### src/rtl/memref_port_arbiter.sv
// Round-robin arbiter sharing one single-port memory between two requesters.
// Reads are tagged through a RD_LATENCY-deep pipe so each response returns to its issuer.
module memref_port_arbiter #(
  parameter int WIDTH      = 32,
  parameter int ADDR_WIDTH = 10,
  parameter int RD_LATENCY = 1
) (
  input  logic                  i_clk,
  input  logic                  i_rst_n,
  input  logic                  i_req0_valid,
  output logic                  o_req0_ready,
  input  logic                  i_req0_we,
  input  logic [ADDR_WIDTH-1:0] i_req0_addr,
  input  logic [WIDTH-1:0]      i_req0_wdata,
  input  logic                  i_req1_valid,
  output logic                  o_req1_ready,
  input  logic                  i_req1_we,
  input  logic [ADDR_WIDTH-1:0] i_req1_addr,
  input  logic [WIDTH-1:0]      i_req1_wdata,
  output logic                  o_rsp0_valid,
  output logic [WIDTH-1:0]      o_rsp0_data,
  output logic                  o_rsp1_valid,
  output logic [WIDTH-1:0]      o_rsp1_data,
  output logic                  o_mem_ce,
  output logic                  o_mem_we,
  output logic [ADDR_WIDTH-1:0] o_mem_addr,
  output logic [WIDTH-1:0]      o_mem_wdata,
  input  logic [WIDTH-1:0]      i_mem_rdata
);

  logic                  r_prio;
  logic [RD_LATENCY-1:0] r_sr_vld;
  logic [RD_LATENCY-1:0] r_sr_id;

  logic w_gnt0;
  logic w_gnt1;
  logic w_load_vld;
  logic w_tail_vld;
  logic w_tail_id;

  // Grants are gated by reset so nothing reaches the memory while held in reset.
  assign w_gnt0 = i_rst_n & i_req0_valid & (~i_req1_valid | ~r_prio);
  assign w_gnt1 = i_rst_n & i_req1_valid & (~i_req0_valid |  r_prio);

  assign o_req0_ready = w_gnt0;
  assign o_req1_ready = w_gnt1;

  always_comb begin
    o_mem_ce    = 1'b0;
    o_mem_we    = 1'b0;
    o_mem_addr  = '0;
    o_mem_wdata = '0;
    if (w_gnt0) begin
      o_mem_ce    = 1'b1;
      o_mem_we    = i_req0_we;
      o_mem_addr  = i_req0_addr;
      o_mem_wdata = i_req0_wdata;
    end else if (w_gnt1) begin
      o_mem_ce    = 1'b1;
      o_mem_we    = i_req1_we;
      o_mem_addr  = i_req1_addr;
      o_mem_wdata = i_req1_wdata;
    end
  end

  assign w_load_vld = (w_gnt0 & ~i_req0_we) | (w_gnt1 & ~i_req1_we);

  always_ff @(posedge i_clk or negedge i_rst_n) begin
    if (!i_rst_n) begin
      r_prio   <= 1'b0;
      r_sr_vld <= '0;
      r_sr_id  <= '0;
    end else begin
      if (w_gnt0) begin
        r_prio <= 1'b1;
      end else if (w_gnt1) begin
        r_prio <= 1'b0;
      end
      r_sr_vld[0] <= w_load_vld;
      r_sr_id[0]  <= w_gnt1;
      for (int i = 1; i < RD_LATENCY; i++) begin
        r_sr_vld[i] <= r_sr_vld[i-1];
        r_sr_id[i]  <= r_sr_id[i-1];
      end
    end
  end

  assign w_tail_vld = r_sr_vld[RD_LATENCY-1];
  assign w_tail_id  = r_sr_id[RD_LATENCY-1];

  assign o_rsp0_valid = w_tail_vld & ~w_tail_id;
  assign o_rsp1_valid = w_tail_vld &  w_tail_id;
  assign o_rsp0_data  = o_rsp0_valid ? i_mem_rdata : '0;
  assign o_rsp1_data  = o_rsp1_valid ? i_mem_rdata : '0;

endmodule

### config.mk
export PLATFORM = sky130hd
export DESIGN_NAME = memref_port_arbiter
export DESIGN_NICKNAME = d
export VERILOG_FILES = /design/src/rtl/memref_port_arbiter.sv
export SDC_FILE = /design/constraint.sdc
export NUM_CORES = 1
export LEC_CHECK = 0
export ABC_AREA = 1
export BUFFER_PORTS_ARGS = -buffer_cell sky130_fd_sc_hd__buf_2
export CAP_MARGIN = 20
export CORE_AREA = 2 2 91 93
export DETAILED_ROUTE_END_ITERATION = 8
export DIE_AREA = 0 0 93 95
export MAX_ROUTING_LAYER = met4
export SLEW_MARGIN = 20
export SYNTH_ARGS = -nofsm -noshare
export SYNTH_HDL_FRONTEND = slang
export SYNTH_SLANG_ARGS = --single-unit
### constraint.sdc
create_clock -name i_clk -period 1.2 [get_ports i_clk]
set_clock_uncertainty 0.2 [all_clocks]
set_input_delay 0.06 -clock i_clk [delete_from_list [all_inputs] [get_ports i_clk]]
set_output_delay 0.06 -clock i_clk [all_outputs]
set_load 0.1 [all_outputs]
# Yosys cells after proc, flatten, opt, wreduce, memory -nomap -nowiden
# Cells that the tools add are included.
# Widths: inputs -> output; s select.
[word_totals]
input_bits = 122
out_inout_bits = 112
word_cells = 33
register_bits = 3
[op_classes]
n_reduce_logical = 1
n_bitwise = 17
muxes = 12
[op_table]
columns = ["cell", "count"]
rows = [
  ["$mux 32", 4],
  ["$mux 10", 2],
  ["$and 1x1->1", 8],
  ["$mux 1", 6],
  ["$not 1->1", 6],
  ["$or 1x1->1", 3],
  ["$reduce_bool 2->1", 1],
]

# Logic depth before layout (Yosys ltp)
[logic_depth]
word_depth = 5
ltp_mapped = 5
ltp_nobuf = 4

# Worst setup path before layout
# No wires, ideal clock.
[synth_timing]
kind = "flip-flop to output port"
from = "register r_sr_id"
to = "output port o_rsp0_data[10]"
t_arrival_ps = 2787
setup_slack_ps = -1847
required_ps = 940
n_path_buf = 1
stages_incl_launch_ff = 5
path_cell_list = "dfrtp_1 > nor2_2 > inv_2 > buf_2 > nor2_1"
[synth_between]
elab_chain_len = 3
[synth_rtl]
columns = ["element", "line_no", "rtl"]
rows = [
  ["start, declared", "33", "logic [RD_LATENCY-1:0] r_sr_id;"],
  ["start signal, assigned by index", "83", "r_sr_id[i] <= r_sr_id[i-1];"],
  ["$not 1->1", "91", "assign o_rsp0_valid = w_tail_vld & ~w_tail_id;"],
  ["$and 1x1->1", "91", ""],
  ["via o_rsp0_valid", "20", "output logic o_rsp0_valid,"],
  ["$mux 32", "93", "assign o_rsp0_data = o_rsp0_valid ? i_mem_rdata : '0;"],
  ["end, declared", "21", "output logic [WIDTH-1:0] o_rsp0_data,"],
]
# The timed path passes the listed nets, and every way through them passes these cells.

# Worst setup path after layout
[layout_timing]
from = "register r_sr_id"
to = "output port o_rsp0_data[2]"
[layout_between]
elab_chain_len = 3
[layout_rtl]
columns = ["element", "line_no"]
rows = [
  ["$not 1->1", "91"],
  ["$and 1x1->1", "91"],
  ["$mux 32", "93"],
]
# Every way passes these cells.

==> summary.md <==
| Metric | Value |
|---|---|
| Hold Worst Slack | 0.141 ns |
| Layout cells sized above 1 | 91.7% |
| N_diodes | 0 |
| TritonCTS Buffers | 3 |
| Synthesized area per cell | 4.67 um2 |
| Root Buffer | clkbuf_8 |
| Status | finished with violations |
| Vias in the first global route | 3256 |
| Critical Path Sink Type | output port |
| Tmin final | 1.69 ns |
| H-tree depth | 1 |
| Initial DRT Pass Iterations | 3 |
| M1 wire length | 3370 um |
| Max cap viols | 0 |
| Ys flop type | dfrtp_1 |
| Synth async-reset ratio | 100% |
| Reg2Reg Setup Slack | -0.18 ns |
| Most common cell in the synthesized netlist | nand3_1 |
| Arr. time, crit path | 1.43 ns |
| Longest Clk Path Bufs | 2 |
| Max FO, Critical Path | 7 |
| Least-Margin Pin Slew | 0.245 ns |
| Adder-cell share of the synthesized area | 0% |
| Antenna-violating nets left | 0 |
| Area Overhead vs Synth | 447% |
| Die X | 93 um |
| Top cell type's share of synthesized area | 34.9% |
| Slew Limit Fails | 0 |
| Final Cycle Share | 141% |
| Worst VDD drop | 0.000471 V |
| Worst EP required | 0.94 ns |
| Metal2 WL | 6640 um |
| Fin area | 0.00698 mm2 |
| Syn. warnings | 0 |
| Global-route wire length before repair | 16700 um |
| Slew HR | 83.6% |
| EDFF count, synth | 0 |
| Post-route DRC | 0 |
| TritonCTS clock tree | yes |
| Clk slew on worst S/H paths | 0.03 ns |
| Power density cells | 606 mW/mm2 |
| Final Setup Violations | 114 |
| Synth Area in Compound Gates | 0.392% |
| Grt total ovfl | 0 |
| Post-synth top area cell | nand3_1 |
| Num ports | 234 |
| Routed WL | 11100 um |
| Antenna violations before repair | 0 |
| Multi-input logic area | 0.00296 mm2 |
| Synth Net Count | 395 |
| Multiplexer share of the synthesized area | 0% |
| Vias per cell | 4.58 |
| Placement Rows | 33 |
| # fillers | 347 |
| Clock latency on the worst-skew pair | 0.22 ns |
| Core area | 0.00793 mm2 |
| Die Y | 95 um |
| Top post-synthesis cells by count | 89 x nand3_1, 64 x nor2_1, 48 x nand2_1 |
| Tot GR Track Use | 24.9% |
| Leak | 0.00281 uW |
| Initial DRC count | 36 |
| Area of the mapped netlist | 0.00128 mm2 |
| Pwr Total | 4230 uW |
| Synth Area in Simple Gates | 70.7% |
| Dpl cells | 629 |
| Final Wtd Congestion | 0.787 |
| Dpl cell area | 0.00659 mm2 |
| Vias | 2965 |
| Post-synthesis sequential area ratio | 5.88% |
| Failing checks | negative setup slack |
| R2r worst-path depth | 6 |
| Full die area | 0.00884 mm2 |
| Cell Count, Final, Fillers Out | 647 |
| RSZ-0062 raised after global routing | yes |
| Met3 wire length | 849 um |
| Largest net degree at the start of global routing | 16 |
| Clock Sinks | 3 |
| # nets final | 665 |
| Final hold vios | 0 |
| Uppermost layer routed | met4 |
| Top cells by area, synth | nand3_1 35%, nor2_1 19%, nand2_1 14% |
| Wire per inst | 17.1 um |
| Number of distinct library cells after synthesis | 13 |
| Initial Utilization | 16.1% |
| Crit Path Class | reg -> out |
| Synth Area in XOR/XNOR | 0% |
| Port Buffers | 233 |
| Startpoint types | flip-flop |
| Worst flop-to-flop path endpoint | r_sr_id |
| Storage cell area | 76.3 um2 |
| Synth Register Bits | 3 |
| Max Fclk | 592 MHz |
| Critical R2R Launch | r_prio |
| Final WS setup | -0.488 ns |
| Largest family of logic cells by synthesized area | simple AND/OR/NAND/NOR gates |
| Syn Inst Count | 273 |
| Hold Path Class | in -> async |
| DP HPWL | 8860 um |
-- critical path, stage by stage (launching register included) --
cell	delay (ns)
dfrtp_2	0.41
nor2_4	0.15
clkinv_4	0.15
clkbuf_16	0.20
nor2_4	0.11
buf_12	0.18
-- logic make-up (layout without fill, tap and decap cells) --
| group | Yosys count | in the layout |
|---|---|---|
| AOI/OAI and AO/OA | 1 | 1 |
| buffers and inverters | 63 | 331 |
| DFF | 3 | 3 |
| and+or+nand+nor | 206 | 207 |
-- worst max-delay path by stage --
stage	startpoint	to	slack, ns	cells after the start
3_3_place_gp	r_prio	o_mem_addr[9]	-0.24	5
4_1_cts	r_sr_id	o_rsp0_data[16]	-0.49	6
5_1_grt	r_sr_vld	o_rsp0_data[2]	-0.55	6
3_5_place_dp	r_prio	o_mem_we	-0.26	5
2_1_floorplan	r_sr_id	o_rsp1_data[0]	-0.81	2
6_report	r_sr_id	o_rsp0_data[2]	-0.49	5
-- layout by cell type, fill, tap and decap left out, types with 3 or more instances in the layout --
master,count
buf_12,130
buf_2,121
nor2_4,65
nand3_4,48
nand2_8,47
nand3_2,38
inv_1,34
buf_4,15
buf_6,13
nand2_2,3
nand3_1,3
clkbuf_8,3
dlygate4sd3_1,3
-- final cells by class --
| type | count | share of cell area (%) |
|---|---|---|
| inverter | 41 | 2.51 |
| multi-input combinational | 208 | 42.4 |
| tap | 105 | 1.88 |
| sequential | 3 | 1.09 |
| timing repair buffer | 286 | 51.4 |
| clock buffer | 4 | 0.645 |
-- power by group --
| part | switching, uW | internal, uW |
|---|---|---|
| sequential | 10.8 | 111 |
| clock | 82.1 | 228 |
| combinational | 2410 | 1400 |
| total | 2500 | 1730 |
-- metrics by stage --
| stage | setup TNS (ns) | setup slack, ns | utilization [%] |
|---|---|---|---|
| 2_1_floorplan | -44.65 | -0.814 | - |
| 3_3_place_gp | -16.94 | -0.244 | 83.1 |
| 3_5_place_dp | -18.68 | -0.263 | 83.1 |
| 4_1_cts | -44.41 | -0.493 | 87.3 |
| 5_1_grt | -53.58 | -0.548 | 88.1 |
| 6_report | -46.32 | -0.488 | 88.1 |
-- per-layer routing --
layer | vias to the layer above | global-route usage [%]
met4 | 0 | 5.64
met2 | 156 | 50.8
met5 | - | -
met1 | 1393 | 23.4
met3 | 17 | 5.75
li1 | 1399 | -
-- state kept, by name (all words and copies together), names as in the netlist --
signal / flops
r_sr_vld: 1
r_sr_id: 1
r_prio: 1
-- what timing repair did --
| item | in CTS | in global routing |
|---|---|---|
| pin swaps | 13 | 10 |
| endpoints found under the hold margin | 4 | 0 |
| hold buffers | 3 | 0 |
| resized for setup | 35 | 13 |
| buffers inserted | 8 | 3 |
| setup endpoints to repair | 114 | 114 |
| cloned | 3 | 1 |
No activity file was read; power rests on OpenSTA's default activity.
